**src/rtl/ysyx_22040386_hz_pkg.sv**
```systemverilog
// Shared types and helpers for the ysyx_22040386 hazard/forwarding scoreboard.
package ysyx_22040386_hz_pkg;

    // Widest register address a record can carry; narrower addresses are zero-extended.
    localparam int HZ_RD_W     = 8;
    localparam int FWD_REGFILE = 0;

    typedef struct packed {
        logic               valid;
        logic               we;
        logic               load;
        logic               rdy;
        logic [HZ_RD_W-1:0] rd;
    } hz_rec_t;

    function automatic int hz_sel_w(input int depth);
        return $clog2(depth + 1);
    endfunction

endpackage

```
**src/rtl/ysyx_22040386_hz_lookup.sv**
```systemverilog
// Priority match of one source register against the in-flight destination records.
module ysyx_22040386_hz_lookup
    import ysyx_22040386_hz_pkg::*;
#(
    parameter int DEPTH  = 3,
    parameter int NREG_W = 5
) (
    input  hz_rec_t [DEPTH-1:0]                  recs,
    input  logic    [NREG_W-1:0]                 rs,
    input  logic                                 use_rs,
    output logic    [hz_sel_w(DEPTH)-1:0]        sel,
    output logic                                 hazard
);

    localparam int SEL_W = hz_sel_w(DEPTH);

    // Scan oldest to youngest so the youngest matching producer is written last.
    always_comb begin
        sel    = SEL_W'(FWD_REGFILE);
        hazard = 1'b0;
        if (use_rs && rs != '0) begin
            for (int k = DEPTH - 1; k >= 0; k--) begin
                if (recs[k].valid && recs[k].we && recs[k].rd == HZ_RD_W'(rs)) begin
                    sel    = recs[k].rdy ? SEL_W'(k + 1) : SEL_W'(FWD_REGFILE);
                    hazard = !recs[k].rdy;
                end
            end
        end
    end

endmodule

```
**src/rtl/ysyx_22040386_hazard_ctrl.sv**
```systemverilog
// Scoreboard-based hazard and forwarding controller: tracks DEPTH post-decode
// destination records, resolves forwarding, load-use stalls, hold and redirect.
module ysyx_22040386_hazard_ctrl
    import ysyx_22040386_hz_pkg::*;
#(
    parameter int DEPTH          = 3,
    parameter int NREG_W         = 5,
    parameter int LOAD_RDY_STAGE = 2,
    parameter int FLUSH_STAGE    = 2,
    parameter int CNT_W          = 32
) (
    input  logic                       i_HZ_clk,
    input  logic                       i_HZ_rst,
    input  logic                       i_HZ_issue_valid,
    input  logic                       i_HZ_issue_we,
    input  logic                       i_HZ_issue_load,
    input  logic [NREG_W-1:0]          i_HZ_issue_rd,
    input  logic [NREG_W-1:0]          i_HZ_rs1,
    input  logic [NREG_W-1:0]          i_HZ_rs2,
    input  logic                       i_HZ_use_rs1,
    input  logic                       i_HZ_use_rs2,
    input  logic                       i_HZ_hold,
    input  logic                       i_HZ_flush,
    output logic                       o_HZ_issue_ready,
    output logic                       o_HZ_load_use,
    output logic [hz_sel_w(DEPTH)-1:0] o_HZ_fwd_sel1,
    output logic [hz_sel_w(DEPTH)-1:0] o_HZ_fwd_sel2,
    output logic [DEPTH-1:0]           o_HZ_stg_valid,
    output logic [CNT_W-1:0]           o_HZ_stall_cnt,
    output logic [CNT_W-1:0]           o_HZ_flush_cnt
);

    hz_rec_t [DEPTH-1:0] recs;
    hz_rec_t [DEPTH-1:0] next_recs;
    logic                hazard1;
    logic                hazard2;
    logic                accept;

    ysyx_22040386_hz_lookup #(.DEPTH(DEPTH), .NREG_W(NREG_W)) u_lookup1 (
        .recs   (recs),
        .rs     (i_HZ_rs1),
        .use_rs (i_HZ_use_rs1),
        .sel    (o_HZ_fwd_sel1),
        .hazard (hazard1)
    );

    ysyx_22040386_hz_lookup #(.DEPTH(DEPTH), .NREG_W(NREG_W)) u_lookup2 (
        .recs   (recs),
        .rs     (i_HZ_rs2),
        .use_rs (i_HZ_use_rs2),
        .sel    (o_HZ_fwd_sel2),
        .hazard (hazard2)
    );

    assign o_HZ_load_use    = i_HZ_issue_valid & (hazard1 | hazard2);
    assign o_HZ_issue_ready = !o_HZ_load_use & !i_HZ_hold & !i_HZ_flush;
    assign accept           = i_HZ_issue_valid & o_HZ_issue_ready;

    // NOTE: next_recs gets a full default first so no path through this block infers a latch.
    always_comb begin
        next_recs = recs;
        if (i_HZ_hold) begin
            if (i_HZ_flush) begin
                for (int k = 0; k < FLUSH_STAGE; k++) begin
                    next_recs[k].valid = 1'b0;
                end
            end
        end else begin
            for (int k = DEPTH - 1; k >= 1; k--) begin
                next_recs[k]     = recs[k-1];
                next_recs[k].rdy = recs[k-1].rdy | (k >= LOAD_RDY_STAGE);
                // Younger than the redirecting instruction: squash.
                if (i_HZ_flush && k <= FLUSH_STAGE) begin
                    next_recs[k] = '0;
                end
            end
            next_recs[0] = '0;
            if (accept) begin
                next_recs[0].valid = 1'b1;
                next_recs[0].we    = i_HZ_issue_we;
                next_recs[0].load  = i_HZ_issue_load;
                next_recs[0].rdy   = !i_HZ_issue_load | (LOAD_RDY_STAGE == 0);
                next_recs[0].rd    = HZ_RD_W'(i_HZ_issue_rd);
            end
        end
    end

    // NOTE: sequential state uses non-blocking assignments only; every record is reset
    // because stale valid bits would create phantom hazards after reset.
    always_ff @(posedge i_HZ_clk or posedge i_HZ_rst) begin
        if (i_HZ_rst) begin
            recs           <= '0;
            o_HZ_stall_cnt <= '0;
            o_HZ_flush_cnt <= '0;
        end else begin
            recs <= next_recs;
            if (i_HZ_issue_valid && !o_HZ_issue_ready && o_HZ_stall_cnt != '1) begin
                o_HZ_stall_cnt <= o_HZ_stall_cnt + CNT_W'(1);
            end
            if (i_HZ_flush && o_HZ_flush_cnt != '1) begin
                o_HZ_flush_cnt <= o_HZ_flush_cnt + CNT_W'(1);
            end
        end
    end

    always_comb begin
        o_HZ_stg_valid = '0;
        for (int k = 0; k < DEPTH; k++) begin
            o_HZ_stg_valid[k] = recs[k].valid;
        end
    end

endmodule

```
**config.mk**
```make
export PLATFORM = sky130hd
export DESIGN_NAME = ysyx_22040386_hazard_ctrl
export DESIGN_NICKNAME = d
export VERILOG_FILES = /design/src/rtl/ysyx_22040386_hz_pkg.sv /design/src/rtl/ysyx_22040386_hz_lookup.sv /design/src/rtl/ysyx_22040386_hazard_ctrl.sv
export SDC_FILE = /design/constraint.sdc
export NUM_CORES = 1
export LEC_CHECK = 0
export ABC_AREA = 1
export BUFFER_PORTS_ARGS = -buffer_cell sky130_fd_sc_hd__buf_2
export CAP_MARGIN = 20
export CORE_ASPECT_RATIO = 0.5
export CORE_MARGIN = 8
export CORE_UTILIZATION = 53
export CTS_BUF_LIST = sky130_fd_sc_hd__clkbuf_4 sky130_fd_sc_hd__clkbuf_8
export DETAILED_ROUTE_END_ITERATION = 8
export GPL_TIMING_DRIVEN = 1
export PLACE_DENSITY = 0.81
export REMOVE_ABC_BUFFERS = 1
export SLEW_MARGIN = 20
export SYNTH_ARGS = -nofsm -noshare
export SYNTH_HDL_FRONTEND = slang
export SYNTH_SLANG_ARGS = --single-unit
```
**constraint.sdc**
```tcl
create_clock -name i_HZ_clk -period 2.7 [get_ports i_HZ_clk]
set_clock_uncertainty 0.1 [all_clocks]
set_input_delay 0.135 -clock i_HZ_clk [delete_from_list [all_inputs] [get_ports i_HZ_clk]]
set_output_delay 0.135 -clock i_HZ_clk [all_outputs]
set_load 0.01 [all_outputs]
```
Word-level counts from Yosys, hierarchy flattened
Cells that the tools add are included.
Cells by class
  add/subtract/negate cells: 2
  equal/unequal tests: 9
  multiplexer cells: 25
  bitwise operators: 5
  reductions and logical operators: 24
Operators by type and width (count)
  32-bit by 1-bit adder with 32-bit output (second input constant): 2
  32-bit inequality test (second input constant): 2
  8-bit by 5-bit equality test with 1-bit output: 6
  12-bit two-way mux: 3
  2-bit two-way mux: 10
  1-bit logical AND: 14
  1-bit two-way mux: 12
  5-bit nonzero test: 2
  1-bit logical NOT: 8
  1-bit AND: 4
  2-bit by 1-bit inequality test with 1-bit output (second input constant): 1
  1-bit OR: 1
Word-level totals
  bits in registers: 99
  bits of input ports: 24
  output and inout bits: 73

Depth between registers and ports, before layout
  depth in word-level cells: 14
  mapped depth: 16
  mapped depth without buffers: 15

By module
A second synthesis with hierarchy kept.
Second synthesis, totals
  cells, all modules: 1000
  area, all modules: 6183.4 µm²
Modules (own cells, without submodules)
  ysyx_22040386_hazard_ctrl: instances 1, cells each 782, area an instance 5267.6 µm²
  ysyx_22040386_hz_lookup: instances 2, cells each 109, area an instance 457.9 µm²

Least setup slack after synthesis
No wires, ideal clock.
  path type: reg2reg
  start point: register o_HZ_stall_cnt[0]
  end point: register o_HZ_stall_cnt[10]
  library setup time: 117 ps
  arrival time: 1819 ps
  slack: 663 ps
  cell stages (with the launch flop): 10
  buffers on the path: 1
  period minus slack after synthesis: 2037 ps
  cell sequence: dfrtp_1 ha_1 nand3_2 nor3_4 nand4_1 nor3_2 nand4_2 clkbuf_1 nand4_1 nand2_1
Between the ends
  cells in the longest elaborated chain, start to end: 2
RTL lines
  from (decl): RTL line ysyx_22040386_hazard_ctrl.sv:29  | output logic [CNT_W-1:0] o_HZ_stall_cnt,
  from (signal assigned): RTL line ysyx_22040386_hazard_ctrl.sv:98  | o_HZ_stall_cnt <= o_HZ_stall_cnt + CNT_W'(1);
  parallel branches: the longest is 2 deep, another holds 32-bit by 1-bit adder with 32-bit output
Parallel ways; which one is timed is not known.
A chain may end at the register's enable or synchronous reset.

Worst setup path after layout
  start point: register o_HZ_stg_valid[2] (netlist name)
  end point: output port o_HZ_issue_ready
Between the ends
  cells in the longest elaborated chain, start to end: 11
RTL lines
  1-bit logical AND (*): RTL line ysyx_22040386_hz_lookup.sv:23  | if (recs[k].valid && recs[k].we && recs[k].rd == HZ_RD_W'(rs)) begin
  1-bit logical AND: RTL line ysyx_22040386_hz_lookup.sv:23
  1-bit two-way mux (3 in series): RTL line ysyx_22040386_hz_lookup.sv:23
  1-bit two-way mux: RTL line ysyx_22040386_hz_lookup.sv:21  | if (use_rs && rs != '0) begin
  1-bit OR (*): RTL line ysyx_22040386_hazard_ctrl.sv:55  | assign o_HZ_load_use = i_HZ_issue_valid & (hazard1 | hazard2);
  1-bit AND (*): RTL line ysyx_22040386_hazard_ctrl.sv:55
  1-bit logical NOT (*): RTL line ysyx_22040386_hazard_ctrl.sv:56  | assign o_HZ_issue_ready = !o_HZ_load_use & !i_HZ_hold & !i_HZ_flush;
  1-bit AND (*) (2 in series): RTL line ysyx_22040386_hazard_ctrl.sv:56
  to (decl): RTL line ysyx_22040386_hazard_ctrl.sv:24  | output logic o_HZ_issue_ready,
Every way passes the cells marked *; elsewhere a longest branch is shown, timed or not.

==> impl_metrics.py <==
metrics = {
    "global_routing": {
        "antenna_found_initial": 0,
        "grt_pass1_wl_um": 24300,
        "grt_max_degree": 52,
        "overflow": 0,
        "track_usage_pct": 21.8,
        "grt_pass1_vias": 5007,
    },
    "clocking": {
        "htree_levels": 3,
        "cts_setup_buffers": 0,
        "path_clk_slew_ns": 0.09,
        "cts_buffers": 9,
        "ctsLongestPathBuffers": 2,
        "clk_latency_ns": 0.37,
        "cts_root_buffer": "clkbuf_8",
        "numClockSinks": 88,
        "cts_tree": "done",
    },
    "layout": {
        "nets": 854,
        "drive_above_1_share_pct": 16.4,
        "diodes": 0,
        "area_growth_pct": 16.6,
    },
    "setup_path": {
        "max_stage_delay_ns": 0.40,
        "worstPathArrival_ns": 2.18,
        "cp_data_required_time_ns": 2.47,
        "worstSetupEndpointType": "output pin",
        "crit_slowest_cell": "dfrtp_1",
        "crit_path_max_fanout": 18,
        "start_kind": "flop",
        "cpLargestDelayFamily": "simple AND/OR/NAND/NOR gates",
        "path_buf_inv": 3,
        "cp_common_cell": "nand2_1",
        "cp_cell_sequence": "nand2_1, inv_1, nand2_1, nor2_1, nand3_1, nand2_1, nand3_1, nand2_1, nand2_1, nand2_2, nand2_4, nand2_8, inv_1, buf_2",
        "critPathKind": "reg -> out",
    },
    "timing": {
        "finalSetupTns_ns": 0,
        "maxClockFrequency_mhz": 414,
        "tightest_slew_ns": 0.899,
        "slew_violations": 0,
        "setup_viol_count_final": 0,
        "final-hold-violation-count": 0,
        "period_share_pct": 89.4,
        "relSlewSlack_pct": 39.9,
        "rsz0062_at_grt": "false",
        "period_needed_ns": 2.41,
    },
    "drt": {
        "wire_per_inst_um": 15.1,
        "wl_um": 14700,
        "drt_iter0_drc": 433,
        "antenna_left": 0,
        "drc": 0,
        "via_count": 5278,
        "viasPerCell": 5.42,
        "dr.pass1.iters": 5,
    },
    "power": {
        "p_leak_nw": 3.35,
        "peakVddDrop_mv": 0.270,
        "sw_frac_of_total_pct": 32.0,
        "internal_power_mw": 2.03,
        "seqPwrFrac_pct": 51.0,
        "power.clock.fraction_pct": 31.4,
        "power_switching_uw": 954,
        "p_per_area_nw_per_um2": 476,
        "p_total_mw": 2.98,
        "combPwrFrac_pct": 17.6,
    },
    "yosys": {
        "yosys.area.top_type": "dfrtp_1",
        "yosys_register_bits": 88,
        "synthArstFlopShare_pct": 100,
        "yosys_warnings": 0,
        "ys_seq_area_share_pct": 41.0,
        "ys_types": 34,
        "synth_common_cells": "nand2_1, dfrtp_1, nor2_1",
        "synth_area_leaders": "dfrtp_1, nand2_1, xor2_1",
        "synth_ff_type": "dfrtp_1",
        "syn_area_um2": 5370,
        "yosysTopAreaCellShare_pct": 41.0,
        "synth_edf_count": 0,
        "syn_inst": 727,
        "postSynthAreaPerCell_um2": 7.39,
        "synth_most_common_cell": "nand2_1",
    },
    "flow_run": {
        "drv_cap": 0,
    },
    "floorplan": {
        "die-area_um2": 13800,
        "die_width_um": 158,
        "die-height_um": 87.2,
        "rows": 26,
        "start_util_pct": 53.6,
        "core_area_um2": 10000,
        "io_pins": 97,
    },
    "hold_path": {
        "hold_path.class": "in -> reg",
    },
    "outcome": {
        "outcome": "complete, no violations",
    },
    "placement": {
        "place.port_buffers": 96,
        "routabilityCongestion": 0.954,
        "hpwl_um": 10800,
    },
}
==> layer usage <==
layer  GRT usage [%]  wire length (µm)  vias to the layer above
li1                -                 -                     2574
met1            28.9              6620                     2506
met2            35.4              6980                      176
met3            4.55               890                       22
met4            6.37               225                        0
met5               0                 0                        -
==> cell usage in the layout (no fill, tap or decap), types with 2 or more instances in the layout <==
cell | netlist | final
buf_2 | 4 | 96
buf_4 | 6 | 4
clkbuf_8 | 0 | 9
clkinv_2 | 0 | 4
clkinv_4 | 0 | 2
dfrtp_1 | 88 | 88
dlygate4sd3_1 | 0 | 10
ha_1 | 2 | 2
inv_1 | 71 | 70
inv_2 | 7 | 7
nand2_1 | 225 | 225
nand3_1 | 28 | 28
nand3b_1 | 2 | 2
nand4_1 | 57 | 57
nand4_2 | 2 | 2
nor2_1 | 81 | 81
nor2_2 | 2 | 2
nor3_1 | 24 | 24
nor4_1 | 12 | 12
o21a_1 | 2 | 2
o21ai_0 | 16 | 16
o22ai_1 | 13 | 13
o31ai_1 | 2 | 2
xnor2_1 | 14 | 14
xor2_1 | 46 | 46
==> what timing repair did <==
item / in CTS / in global routing
gates resized for setup: 0 / 1
endpoints found under the hold margin: 49 / 0
endpoints found under the setup margin: 0 / 1
hold buffers: 10 / 0
==> stage by stage <==
stage,utilization (%),hold WS (ns),worst slack [ns],cell area (µm²),cells
after global routing,62.5,0.188,0.0496,6260,973
after global placement,59.5,0.144,0.399,5960,947
after CTS,62.4,0.139,0.273,6250,973
after detailed placement,59.5,0.158,0.337,5960,947
after floorplan,-,0.145,0.186,5250,706
final,62.5,0.176,0.286,6260,973
==> power groups by stage <==
stage	sequential, mW	combinational [mW]	clock, mW
detailed placement	1.54	0.514	0
CTS	1.52	0.526	0.952
finish	1.52	0.525	0.936
global placement	1.54	0.498	0
floorplan	1.56	0.275	0
global route	1.54	0.586	1.01
==> path summary, 6_finish.rpt <==
kind | startpoint | endpoint | slack [ns] | cells past startpoint
setup / recovery | o_HZ_stg_valid[2] | o_HZ_issue_ready | 0.29 | 14
hold / removal | i_HZ_issue_valid | o_HZ_stg_valid[0] | 0.18 | 3
setup reg to reg | o_HZ_stg_valid[2] | o_HZ_stall_cnt[29] | 0.35 | 15
hold reg to reg | o_HZ_flush_cnt[3] | o_HZ_flush_cnt[3] | 0.40 | 1
max in group asynchronous | i_HZ_rst | recs[12] | 1.53 | 4
min in group asynchronous | i_HZ_rst | o_HZ_stall_cnt[25] | 0.28 | 3
==> registers in the layout, indices dropped and copies added, names as in the netlist <==
signal,flops
o_HZ_stg_valid,3
recs,21
o_HZ_stall_cnt,32
o_HZ_flush_cnt,32
==> worst reg2reg max path, cell delays in order (launching register included) <==
cell and delay (ns):
dfrtp_1 0.40, nand2_1 0.08, inv_1 0.10, nand2_1 0.06
nor2_1 0.15, nand3_1 0.16, nand2_1 0.10, nand3_1 0.06
nand2_1 0.06, nand2_1 0.07, nand2_2 0.08, nand2_4 0.11
nand2_8 0.18, nand3_4 0.31, nand2_1 0.17, nand2_1 0.06
==> cells by family (layout without fill, tap and decap cells) <==
group	Yosys count	count (layout)	share of synthesized area [%]
and+or+nand+nor	442	442	37.2
buffers and inverters	100	206	7.78
DFF	88	88	41.0
xor gates and xnor gates	60	60	9.78
AOI/OAI and AO/OA	35	35	3.82
adders and majority gates	2	2	0.466
==> layout make-up <==
type	count	area [µm²]
well taps	140	175
inverters	79	298
repair buffers	111	631
clock inverters	7	71.3
clock buffers	9	124
fillers	920	3760
multi-input cells	539	2760
flip-flops and latches	88	2200
No activity file was read; power rests on OpenSTA's default activity.
